[config.mk]
export PLATFORM = sky130hd
export DESIGN_NAME = mem_port_arbiter
export DESIGN_NICKNAME = d
export VERILOG_FILES = /design/src/rtl/mem_port_arbiter.sv
export SDC_FILE = /design/constraint.sdc
export NUM_CORES = 1
export LEC_CHECK = 0
export CAP_MARGIN = 20
export CORE_AREA = 3 3 106 108
export DETAILED_ROUTE_END_ITERATION = 8
export DIE_AREA = 0 0 109 111
export PLACE_DENSITY = 0.7
export SYNTH_ARGS = -nofsm -noshare
export SYNTH_HDL_FRONTEND = slang
export SYNTH_SLANG_ARGS = --single-unit
export TNS_END_PERCENT = 5
[constraint.sdc]
create_clock -name clk -period 3.02 [get_ports clk]
set_clock_uncertainty 0.1 [all_clocks]
set_input_delay 0.604 -clock clk [delete_from_list [all_inputs] [get_ports clk]]
set_output_delay 0.604 -clock clk [all_outputs]
set_load 0.02 [all_outputs]
[src/rtl/mem_port_arbiter.sv]
// mem_port_arbiter: shares one single-port synchronous RAM between the
// instruction-fetch (IF) port and the load/store (MEM) port of the core.
// One access is granted per cycle; the RAM answers one cycle later, when the
// granted port sees a single-cycle ready pulse together with its read data.
// While one port is in its access cycle, the other port may be granted, so
// two continuously requesting ports alternate at full RAM bandwidth.
//
// Build option: define MEM_ARB_RR_EN to resolve idle-state ties by
// alternating on last_grant; without it, a tie always goes to the data port.
module mem_port_arbiter #(
   parameter int ADDR_W = 32,
   parameter int DATA_W = 32
) (
   input  logic                clk,
   input  logic                rst,
   // instruction fetch port
   input  logic                if_req,
   input  logic [ADDR_W-1:0]   if_addr,
   output logic [DATA_W-1:0]   if_rdata,
   output logic                if_ready,
   // load/store port
   input  logic                d_req,
   input  logic                d_we,
   input  logic [DATA_W/8-1:0] d_sel,
   input  logic [ADDR_W-1:0]   d_addr,
   input  logic [DATA_W-1:0]   d_wdata,
   output logic [DATA_W-1:0]   d_rdata,
   output logic                d_ready,
   // RAM side
   output logic                ram_ce,
   output logic                ram_we,
   output logic [DATA_W/8-1:0] ram_sel,
   output logic [ADDR_W-1:0]   ram_addr,
   output logic [DATA_W-1:0]   ram_wdata,
   input  logic [DATA_W-1:0]   ram_rdata,
   // pipeline stall requests
   output logic                stallreq_if,
   output logic                stallreq_mem
);

   localparam int SEL_W = DATA_W / 8;

   // IDLE: no access in flight; I_ACC/D_ACC: RAM is returning that port's data
   typedef enum logic [1:0] {
      IDLE  = 2'd0,
      I_ACC = 2'd1,
      D_ACC = 2'd2
   } state_t;

   typedef enum logic [1:0] {
      GNT_NONE = 2'd0,
      GNT_IF   = 2'd1,
      GNT_D    = 2'd2
   } grant_t;

   state_t state;
   state_t state_nxt;
   grant_t grant;
   logic   tie_to_if;
   // write/read flavour of the data access now in its ACC cycle
   logic   acc_we_p0;

   // Choice among the ports when nothing is in flight; tie_if selects the
   // fetch port when both are requesting.
   function automatic grant_t idle_pick(input logic ireq, input logic dreq,
                                        input logic tie_if);
      grant_t g;
      g = GNT_NONE;
      if (ireq && dreq)
         g = tie_if ? GNT_IF : GNT_D;
      else if (dreq)
         g = GNT_D;
      else if (ireq)
         g = GNT_IF;
      return g;
   endfunction

`ifdef MEM_ARB_RR_EN
   // 0 = fetch port won the most recent grant, 1 = data port won it
   logic last_grant;

   assign tie_to_if = last_grant;

   // Remember the winner of every grant so the next idle tie goes the other way
   always_ff @(posedge clk) begin
      if (rst)
         last_grant <= 1'b0;
      else if (grant == GNT_IF)
         last_grant <= 1'b0;
      else if (grant == GNT_D)
         last_grant <= 1'b1;
   end
`else
   assign tie_to_if = 1'b0;
`endif

   // Grant selection and next state; reset suppresses every grant
   always_comb begin
      grant     = GNT_NONE;
      state_nxt = IDLE;
      if (!rst) begin
         case (state)
            IDLE:    grant = idle_pick(if_req, d_req, tie_to_if);
            // the completing port is never re-granted in its own ready cycle
            I_ACC:   if (d_req)  grant = GNT_D;
            D_ACC:   if (if_req) grant = GNT_IF;
            default: grant = GNT_NONE;
         endcase
         case (grant)
            GNT_IF:  state_nxt = I_ACC;
            GNT_D:   state_nxt = D_ACC;
            default: state_nxt = IDLE;
         endcase
      end
   end

   // State register; reset abandons any in-flight access
   always_ff @(posedge clk) begin
      if (rst)
         state <= IDLE;
      else
         state <= state_nxt;
   end

   // Capture the access type at grant so write completions return zero data
   always_ff @(posedge clk) begin
      if (grant == GNT_D)
         acc_we_p0 <= d_we;
   end

   // RAM request for the granted port; everything idles at zero otherwise
   always_comb begin
      ram_ce    = 1'b0;
      ram_we    = 1'b0;
      ram_sel   = '0;
      ram_addr  = '0;
      ram_wdata = '0;
      case (grant)
         GNT_IF: begin
            ram_ce   = 1'b1;
            ram_sel  = {SEL_W{1'b1}};
            ram_addr = if_addr;
         end
         GNT_D: begin
            ram_ce    = 1'b1;
            ram_we    = d_we;
            ram_sel   = d_we ? d_sel : {SEL_W{1'b1}};
            ram_addr  = d_addr;
            ram_wdata = d_we ? d_wdata : '0;
         end
         default: begin
            ram_ce = 1'b0;
         end
      endcase
   end

   // ---- access stage: completion pulses, returned data, stall requests ----
   // Completion pulses and read data for the port whose access cycle this is
   always_comb begin
      if_ready     = !rst && (state == I_ACC);
      d_ready      = !rst && (state == D_ACC);
      if_rdata     = if_ready ? ram_rdata : '0;
      d_rdata      = (d_ready && !acc_we_p0) ? ram_rdata : '0;
      stallreq_if  = !rst && if_req && !if_ready;
      stallreq_mem = !rst && d_req && !d_ready;
   end

endmodule

**Word-level counts from Yosys, hierarchy flattened**

Cells that the tools add are included.

- Bits in latches: 0
- Bits in read-only memories: 0
- Register bits: 3
- Input port bits: 137
- Bits in writable memories: 0
- Memories kept: 0
- Output and inout port bits: 138

- $mul: 0
- Equal/unequal tests: 6
- $add $sub $neg: 0
- Bitwise gates (word level): 0
- Div/mod/pow operators: 0
- Shift-type cells: 0
- Muxes and demuxes: 17
- Reductions and logical operators: 14
- $lt $le $gt $ge: 0

Operators with widths:

| operator | number |
|---|---|
| two-way mux 32 bit | 4 |
| case mux 32 bit (2 select lines) | 1 |
| two-way mux 2 bit | 5 |
| logical AND 1 bit | 8 |
| case mux 4 bit (2 select lines) | 1 |
| equality test 2 x 1 -> 1 bit, second input constant | 3 |
| equality test 2 bit, second input constant | 3 |
| case mux 2 bit (3 select lines) | 1 |
| zero test 1 bit | 4 |
| two-way mux 4 bit | 1 |
| case mux 2 bit (2 select lines) | 1 |
| two-way mux 1 bit | 3 |
| zero test 2 bit | 1 |
| OR reduction 2 bit | 1 |

**Depth between registers and ports, before layout**

Gate-level depths: netlist (run 1).

- Word-level depth: 9
- Gate-level depth with buffers: 7

**Least setup slack after synthesis (run 1)**

No wires, ideal clock.

- Path type: input to output
- Start point: input d_req
- End point: output ram_addr[20]
- Cell stages on the path: 7
- Slack: 0.347 ns
- Path buffers: 2
- Data arrival time: 1.969 ns
- Required time: 2.316 ns
- Path through: and2b_1 > or3_1 > ha_1 > clkbuf_1 > buf_2 > a22oi_1 > nor2_1

- Longest elaborated chain between the ends: 7

Ends and longest elaborated chain:

| element | line | source |
|---|---|---|
| from (decl) | 22 | `input logic d_req,` |
| two-way mux 2 bit or logical AND 1 bit (tied branches) | 71, 69 |  |
| two-way mux 2 bit | 69 | `if (ireq && dreq)` |
| case mux 2 bit (3 select lines) * | 102 | `case (state)` |
| two-way mux 2 bit * (2 in a row) | 101 | `if (!rst) begin` |
| equality test 2 bit or equality test 2 x 1 -> 1 bit (tied branches) | 138 | `case (grant)` |
| case mux 32 bit (2 select lines) * | 138 |  |
| to (decl) | 33 | `output logic [ADDR_W-1:0] ram_addr,` |

Every way passes the cells marked *; elsewhere a longest branch is shown, timed or not. The select of a mux whose other input is x is not followed.

**Final worst setup path (run 1)**

- Start point: input rst
- End point: output d_rdata[10]

- Longest elaborated chain between the ends: 4

Ends and longest elaborated chain:

| element | line | source |
|---|---|---|
| from (decl) | 15 | `input logic rst,` |
| zero test 1 bit | 161 | `d_ready = !rst && (state == D_ACC);` |
| logical AND 1 bit | 161 |  |
| logical AND 1 bit | 163 | `d_rdata = (d_ready && !acc_we_p0) ? ram_rdata : '0;` |
| two-way mux 32 bit | 163 |  |
| to (decl) | 27 | `output logic [DATA_W-1:0] d_rdata,` |

No other way between the ends.

==> metrics.txt, run 1 <==
share of cells above drive strength 1 23.96%; worst skew pair latency 0.21 ns; CP max FO 32; non-filler cells, final 617; Cell Rows 37; Reg2Reg Setup Slack 1.39 ns; Die Ht 111 um; unrepaired setup endpoints after global routing false; Final Net Count 620; Clock transition at path regs 0.03 ns; leakage power 2.352 nW; vias in the first global route 2,623; type of the worst setup path input pin to primary output; Final min period 2.950 ns; Register Area 70.07 um^2; post-CTS setup buffer count 0; max incr delay on CP 0.59 ns; PnR worst setup slack 0.07037 ns; Layout Area Growth over Synthesis 219.5%; Min-Delay Path Depth 2; Initial Util 13.17%; DR WL/cell 15.27 um; startpoint types input pin; DP Cell Count 612; critical path arrival 2.25 ns; H-tree Lvls 1; clock buffer depth 2; fillers 1,044; multi-input combinational cell area 0.001245 mm^2; Least-Margin Pin Slew 0.3571 ns; status completed; via count 2,581; Detailed Route Iter0 Violations 105; core area 0.01032 mm^2; antenna violations before repair 1; io pins 275; Post-Route Hold Slack 0.4864 ns; # setup viols final 0; post-route clock period utilization 97.67%; GRT overflow 0; CTS buffer count 3; Detailed Routing Iterations Pass 1 4; Worst Reg-to-Reg Cells 4; Post-Synthesis Cell Area 0.001360 mm^2; die footprint 0.01210 mm^2; Max-Slew Margin vs Limit 76.16%; clock sinks 3; CP bufs+invs 4; Yosys reg bits 3; Overall Power 609.5 uW; crit path max-delay cell type clkdlybuf4s50_1; max_cap viols 0; crit-path cells dlygate4sd2_1 > buf_4 > nor4b_4 > buf_12 > and2_1 > clkdlybuf4s50_1; HPWL after DPL 8.120 mm; hold worst-path end state[1]$_SDFF_PP0_; Hold Violations, Final 0; Detail Route Antenna Nets 0; chip width 109 um; Max Slew Vio Count 0; Worst VDD drop 64.04 uV; worst r2r dst acc_we_p0$_DFFE_PP_; worst r2r src state[1]$_SDFF_PP0_; Power per Cell Area 140.3 mW/mm^2; port buffer count 274; largest net degree at the start of global routing 34; dpl ws -0.4816 ns; CP endpoint kind primary output; Required @ worst endpoint 2.32 ns; CP top delay family buffers and inverters; placer congestion estimate 0.7936; syn avg cell area 6.385 um^2; post-synthesis sequential area ratio 5.152%; Synth Instances 213; gr usage total 14.03%; Netlist cell types 22; Stages on worst setup path 6; Mapped Nets 352; Finished Core Util 42.09%; HP Start state[1]$_SDFF_PP0_; drt drc 0; Synth Warn # 0; CTS tree done; vias per inst 4.183; hold crit path type register to register; FMAX 339.0 MHz; first-pass GRT wire length 13.57 mm; Post-Route WL 9.420 mm; root buffer cell clkbuf_8
[metal layers]
metal	routed length [um]	global-route usage (%)	vias up
met4	174	4.125	0
met1	3025	12.98	1148
met5	0	0	-
li1	-	-	1264
met2	5176	28.71	159
met3	1044	3.611	10
[registers in the layout (all words and copies together) (netlist names)]
| register | count |
|---|---|
| acc_we_p0 | 1 |
| state | 2 |
[where the power goes]
part | internal, mW | switching (mW)
registers | 0.0442 | 0.00289
logic | 0.265 | 0.182
clock network | 0.0900 | 0.0255
[worst max-delay path by stage]
stage | endpoint | slack, ns | start
finish | d_rdata[10] | 0.07 | rst
CTS | ram_wdata[10] | -0.02 | if_req
detailed placement | ram_addr[27] | -0.48 | d_req
global route | d_rdata[10] | 0.002 | rst
global placement | ram_addr[18] | -0.46 | d_req
floorplan | ram_addr[20] | 0.35 | d_req
[per-stage QoR]
step / cell area, um^2 / TNS [ns]
3_5_place_dp: 4315 / -34.16
4_1_cts: 4225 / -0.1545
6_report: 4345 / 0
3_3_place_gp: 4315 / -33.16
5_1_grt: 4345 / 0
2_1_floorplan: 1360 / 0
[logic make-up (layout without fill, tap and decap cells)]
logic type      Yosys count  count (layout)  synth area share (%)
compound gates           39              39                 21.34
simple gates            142             142                 62.19
buf+inv                  27             294                 9.475
other cells               0               1                     0
fa+ha+maj                 2               2                 1.840
flops                     3               3                 5.152
[cells in the mapped netlist (all sizes together)]
cell | number | area, um^2
nor2 | 34 | 127.6
nor3b | 1 | 18.77
nor3 | 3 | 15.01
a21oi | 2 | 10.01
nor4b | 1 | 23.77
o21ba | 1 | 10.01
nand2b | 4 | 25.02
and2 | 65 | 421.7
or3 | 1 | 6.260
dfxtp | 2 | 40.04
o21a | 4 | 30.03
inv | 3 | 11.26
and2b | 1 | 7.510
clkbuf | 20 | 78.82
a22oi | 32 | 240.2
ha | 2 | 25.02
buf | 4 | 38.78
edfxtp | 1 | 30.03
and3 | 32 | 200.2
[layout make-up]
class | count | area share, %
Timing Repair Buffer | 287 | 64.47
Multi-Input combinational cell | 183 | 28.65
Inverter | 3 | 0.2591
Sequential cell | 3 | 1.612
Tap cell | 136 | 3.916
Clock buffer | 4 | 1.037
Antenna cell | 1 | 0.05759
[what timing repair did]
item                                    4_1_cts  5_1_grt
endpoints found under the setup margin      133       88
resized for setup                           261       40
hold buffers                                  0        0
[cell usage in the layout, fill, tap and decap left out, types with 2 or more instances in the layout]
cell type and count:
buf_4 9, a22oi_1 25, inv_1 3, and2_2 12, clkdlybuf4s15_2 27, dlygate4sd2_1 3, clkdlybuf4s50_1 170, and2_1 53
dfxtp_1 2, buf_2 41, and3_1 32, nor3_1 2, clkbuf_8 3, nor2_1 34, o21a_1 4, buf_12 5
nand2b_4 2, a22oi_2 7, a21oi_1 2, dlymetal6s2s_1 30
[tightest hold or removal path, cell delays in order, from the launching register on]
cell and delay, ns:
dfxtp_1 0.33, buf_4 0.16, nor2_1 0.05
(Power assumes the default switching activity.)
==> inputs of run 2 (changes only) <==
CORE_AREA = 2 2 108 110   (was 3 3 106 108)
DIE_AREA = 0 0 110 112   (was 0 0 109 111)
PLACE_DENSITY = 0.67   (was 0.7)
==> metrics.txt, run 2 (synthesis gave the netlist of run 1 again) <==
clock buffer depth 2 (unchanged); Gate power share 64.3% (was 73.3%); gr usage total 13.94% (was 14.03%); first-pass GRT wire length 13.41 mm (was 13.57 mm); DR WL/cell 14.85 um (was 15.27 um); hold_buf cts 0 (unchanged); most frequent cells in the layout clkdlybuf4s50_1, and2_1, nor2_1 (was clkdlybuf4s50_1, and2_1, buf_2); Max Slew Vio Count 0 (unchanged); HPWL after DPL 7.739 mm (was 8.120 mm); Biggest register state (unchanged); commonest non-fill, non-tap cell in the layout clkdlybuf4s50_1 (unchanged); Sw Share 31.48% (was 34.51%); core area 0.01117 mm^2 (was 0.01032 mm^2); CTS tree done (unchanged); Required @ worst endpoint 2.32 ns (about the same); vias per inst 4.179 (was 4.183); post-route clock period utilization 102.0% (was 97.67%); io pins 275 (unchanged); hold crit path type register to register (unchanged); leakage power 2.442 nW (was 2.352 nW); Least-Margin Pin Slew 0.2730 ns (was 0.3571 ns); PnR worst setup slack -0.06126 ns (was 0.07037 ns); CTS buffer count 3 (unchanged); Power per Cell Area 165.4 mW/mm^2 (was 140.3 mW/mm^2); Detail Route Antenna Nets 0 (unchanged); type of the worst setup path input pin to primary output (unchanged); Max-Slew Margin vs Limit 81.77% (was 76.16%); Final Net Count 630 (was 620); startpoint types input pin (unchanged); CP endpoint kind primary output (unchanged); Initial Util 12.17% (was 13.17%); critical path arrival 2.38 ns (was 2.25 ns); Cell Rows 39 (was 37); FMAX 324.5 MHz (was 339.0 MHz); port buffer count 274 (unchanged); placer congestion estimate 0.7990 (was 0.7936); max reg flops 2 (unchanged); H-tree Lvls 1 (unchanged); root buffer cell clkbuf_16 (was clkbuf_8); largest net degree at the start of global routing 35 (was 34); via count 2,645 (was 2,581); worst skew pair latency 0.23 ns (was 0.21 ns); failing checks setup timing; share of cells above drive strength 1 21.63% (was 23.96%); clock network power share 29.4% (was 18.9%); status finished with violations (was completed); max_cap viols 0 (unchanged); Worst Reg-to-Reg Cells 5 (was 4); vias in the first global route 2,669 (was 2,623); Layout Area Growth over Synthesis 225.4% (was 219.5%); Clock transition at path regs 0.03 ns (about the same); Final min period 3.081 ns (was 2.950 ns); Detailed Routing Iterations Pass 1 4 (unchanged); Power Internal 501.7 uW (was 399.2 uW); Hold Violations, Final 0 (unchanged); share of power burned in registers 6.3% (was 7.7%); Post-Route Hold Slack 0.4436 ns (was 0.4864 ns); unrepaired setup endpoints after global routing true (was false); GRT overflow 0 (unchanged); Min-Delay Path Depth 1 (was 2); chip width 110 um (was 109 um); fillers 1,159 (was 1,044); sw power 230.5 uW (was 210.3 uW); Worst VDD drop 120.6 uV (was 64.04 uV); CP max FO 7 (was 32); antenna violations before repair 3 (was 1); clock sinks 3 (unchanged); Die Ht 112 um (was 111 um); antenna fix cells 0 (was 1); biggest regs state x2, acc_we_p0 x1 (unchanged); # setup viols final 2 (was 0); drt drc 0 (unchanged); die footprint 0.01232 mm^2 (was 0.01210 mm^2); Detailed Route Iter0 Violations 123 (was 105); dpl ws -0.5840 ns (was -0.4816 ns); Post-Route WL 9.402 mm (was 9.420 mm)
## run 2: worst paths after layout
check | start | to | slack [ns]
setup / recovery | rst | ram_addr[17] | -0.06
setup reg to reg | state[1]$_SDFF_PP0_ | acc_we_p0$_DFFE_PP_ | 1.28
hold / removal | state[0]$_SDFF_PP0_ | state[0]$_SDFF_PP0_ | 0.44
hold reg to reg | state[0]$_SDFF_PP0_ | state[0]$_SDFF_PP0_ | 0.44
## run 2: what timing repair did
item                                    4_1_cts  5_1_grt
endpoints found under the setup margin      134       91
pin swaps                                     3        3
gates resized for setup                     208       60
buffers inserted                              1        1
gates cloned                                  2        0
## run 2: final cells by class
| class | count | area (um^2) | area share [%] |
|---|---|---|---|
| clock buffer | 4 | 78.83 | 1.781 |
| inverter | 3 | 11.26 | 0.2545 |
| multi-input combinational | 183 | 1209 | 27.31 |
| sequential | 3 | 70.07 | 1.583 |
| tap | 143 | 178.9 | 4.043 |
| timing repair buffer | 297 | 2878 | 65.03 |
## run 2: layer usage
layer  share of wire (%)  track usage, %  vias to the layer above
li1                    -               -                     1289
met1                  32           13.24                     1167
met2                  53           27.40                      167
met3                  13           4.977                       16
met4                 1.4           3.544                        6
met5                0.47               0                        -
## run 2: stage by stage
| step | instance area [um^2] | setup TNS, ns | util, % | total power [mW] | std cells |
|---|---|---|---|---|---|
| 5_1_grt | 4425 | -0.2793 | 39.60 | 0.7735 | 633 |
| 6_report | 4425 | -0.09397 | 39.60 | 0.7322 | 633 |
| 3_3_place_gp | 4384 | -35.56 | 39.23 | 0.5103 | 625 |
| 4_1_cts | 4425 | -0.06141 | 39.60 | 0.7432 | 632 |
| 3_5_place_dp | 4384 | -39.97 | 39.23 | 0.5174 | 625 |
| 2_1_floorplan | 1360 | 0 | - | 0.1995 | 213 |
## run 2: power groups by stage
stage | Combinational, mW | Clock, mW | Sequential [mW]
floorplan | 0.152 | 0 | 0.0477
detailed placement | 0.471 | 0 | 0.0467
global placement | 0.464 | 0 | 0.0466
global route | 0.502 | 0.225 | 0.0463
finish | 0.471 | 0.215 | 0.0462
CTS | 0.475 | 0.222 | 0.0462
## run 2: critical path, stage by stage
cell and delay, ns:
dlygate4sd2_1 0.26, nand2b_4 0.16, or3_4 0.38, ha_4 0.20
buf_12 0.14, buf_16 0.13, a22oi_1 0.19, nor2_1 0.06
clkdlybuf4s15_2 0.25
==> inputs of run 3 (changes only) <==
--- a/config.mk
+++ b/config.mk
@@ -9,2 +9,3 @@
 export CORE_AREA = 2 2 108 110
+export CTS_CLUSTER_SIZE = 40
 export DETAILED_ROUTE_END_ITERATION = 8
==> constraint.sdc (replaced) <==
create_clock -name clk -period 3.02 [get_ports clk]
set_clock_uncertainty 0.1 [all_clocks]
set_input_delay 0.453 -clock clk [delete_from_list [all_inputs] [get_ports clk]]
set_output_delay 0.453 -clock clk [all_outputs]
set_load 0.02 [all_outputs]
==> metrics.txt, run 3 (synthesis gave the netlist of run 1 again) <==
startpoint types input pin (unchanged); HPWL after DPL 7.777 mm (was 7.739 mm); critical path arrival 2.40 ns (was 2.38 ns); Least-Margin Pin Slew 0.3022 ns (was 0.2730 ns); Power per Cell Area 162.1 mW/mm^2 (was 165.4 mW/mm^2); DP Cell Count 626 (was 625); gr usage total 13.55% (was 13.94%); dpl ws -0.2544 ns (was -0.5840 ns); post-cts resize count 63 (was 208); # setup viols final 0 (was 2); vias per inst 4.081 (was 4.179); non-filler cells, final 630 (was 633); crit-path cells clkdlybuf4s50_1 > and2b_1 > or3_1 > ha_2 > buf_12 > buf_4 > and3_1 > clkdlybuf4s15_1 (was dlygate4sd2_1 > nand2b_4 > or3_4 > ha_4 > buf_12 > buf_16 > a22oi_1 > nor2_1 > clkdlybuf4s15_2); GRT overflow 0 (unchanged); share of cells above drive strength 1 11.29% (was 21.63%); Final Net Count 627 (was 630); commonest non-fill, non-tap cell in the layout clkdlybuf4s50_1 (unchanged); Final min period 2.956 ns (was 3.081 ns); first-pass GRT wire length 13.23 mm (was 13.41 mm); Detailed Routing Iterations Pass 1 4 (unchanged); placer congestion estimate 0.7749 (was 0.7990); Worst VDD drop 117.9 uV (was 120.6 uV); Reg2Reg Setup Slack 1.14 ns (was 1.28 ns); clock sinks 3 (unchanged); drt drc 0 (unchanged); Max-Slew Margin vs Limit 79.82% (was 81.77%); largest net degree at the start of global routing 36 (was 35); H-tree Lvls 1 (unchanged); chip width 110 um (unchanged); CP max FO 14 (was 7); die footprint 0.01232 mm^2 (unchanged); cell area after layout 0.004399 mm^2 (was 0.004425 mm^2); clock buffer depth 2 (unchanged); Max Slew Vio Count 0 (unchanged); port buffer count 274 (unchanged); Required @ worst endpoint 2.47 ns (was 2.32 ns); most frequent cells in the layout clkdlybuf4s50_1, and2_1, nor2_1 (unchanged); Initial Util 12.17% (unchanged); worst skew pair latency 0.23 ns (about the same); CTS tree done (unchanged); type of the worst setup path input pin to primary output (unchanged); post-CTS setup buffer count 0 (was 1); leakage power 2.032 nW (was 2.442 nW); Hold Violations, Final 0 (unchanged); vias in the first global route 2,652 (was 2,669); Detail Route Antenna Nets 0 (unchanged); DP Area 0.004379 mm^2 (was 0.004384 mm^2); FMAX 338.3 MHz (was 324.5 MHz); antenna fix cells 0 (unchanged); Clock transition at path regs 0.03 ns (about the same); Detailed Route Iter0 Violations 106 (was 123); Layout Area Growth over Synthesis 223.5% (was 225.4%); CP top delay family buffers and inverters (unchanged); io pins 275 (unchanged); max incr delay on CP 0.42 ns (was 0.38 ns); hold_buf cts 0 (unchanged); Die Ht 112 um (unchanged); CP bufs+invs 4 (unchanged); Finished Core Util 39.37% (was 39.60%); Cell Rows 39 (unchanged); root buffer cell clkbuf_16 (unchanged); status completed (was finished with violations); Post-Route WL 9.099 mm (was 9.402 mm); post-route clock period utilization 97.89% (was 102.0%); biggest regs state x2, acc_we_p0 x1 (unchanged); core area 0.01117 mm^2 (unchanged); hold crit path type register to register (unchanged); crit path max-delay cell type clkdlybuf4s50_1 (was or3_4); Biggest register state (unchanged); max_cap viols 0 (unchanged); max reg flops 2 (unchanged); PnR worst setup slack 0.06380 ns (was -0.06126 ns); CP endpoint kind primary output (unchanged); antenna violations before repair 2 (was 3); DR WL/cell 14.44 um (was 14.85 um); unrepaired setup endpoints after global routing true (unchanged); via count 2,571 (was 2,645); CTS buffer count 3 (unchanged)
run 3: cell count changes in the layout (fill, tap and decap cells not counted), moves of 4 or more:
cell             delta
dlymetal6s2s_1     -19
buf_2              -32
buf_12              -4
dlygate4sd2_1       +5
clkdlybuf4s50_1    +32
a22oi_1             +4
clkdlybuf4s15_1    +24
a22oi_2             -4
clkdlybuf4s15_2     -6
run 3: path summary, 6_finish.rpt:
kind,cells past startpoint,start,end
max,8,d_req,ram_wdata[18]
min,2,state[1]$_SDFF_PP0_,state[1]$_SDFF_PP0_
max reg2reg,6,state[1]$_SDFF_PP0_,acc_we_p0$_DFFE_PP_
min reg2reg,2,state[1]$_SDFF_PP0_,state[1]$_SDFF_PP0_
run 3: layout make-up:
class,count,area (um^2)
fillers,1177,6775
well taps,143,178.9
inverters,3,11.26
clock buffers,4,78.83
repair buffers,294,2889
flip-flops and latches,3,70.07
multi-input cells,183,1171
run 3: worst min-delay path, delay by kind of cell, from the launching register on:
kind / cells / cell delay [ns]
DFF: 1 / 0.31
buffers and inverters: 1 / 0.15
and+or+nand+nor: 1 / 0.05
run 3: report_power, final:
part | internal, mW | total (mW) | leakage, nW | switching (mW)
combinational | 0.272 | 0.451 | 1.97 | 0.179
clock | 0.175 | 0.215 | 0.0382 | 0.0404
sequential | 0.0442 | 0.0468 | 0.0258 | 0.00258
total | 0.491 | 0.713 | 2.03 | 0.222
run 3: layer usage:
metal | wire [um] | vias to the layer above | track usage (%) | share of wire, %
li1 | - | 1275 | - | -
met1 | 3072 | 1135 | 13.07 | 34
met2 | 4813 | 145 | 27.03 | 53
met3 | 1081 | 12 | 4.391 | 12
met4 | 106 | 4 | 2.785 | 1.2
met5 | 26 | - | 0 | 0.29
run 3: through the flow:
stage	hold slack [ns]	total power [mW]	TNS [ns]
floorplan	0.3873	0.1995	0
global placement	0.4565	0.5089	-10.37
detailed placement	0.4536	0.5176	-11.26
CTS	0.4632	0.7215	-0.4203
global route	0.5161	0.7544	-0.05399
finish	0.4587	0.7129	0
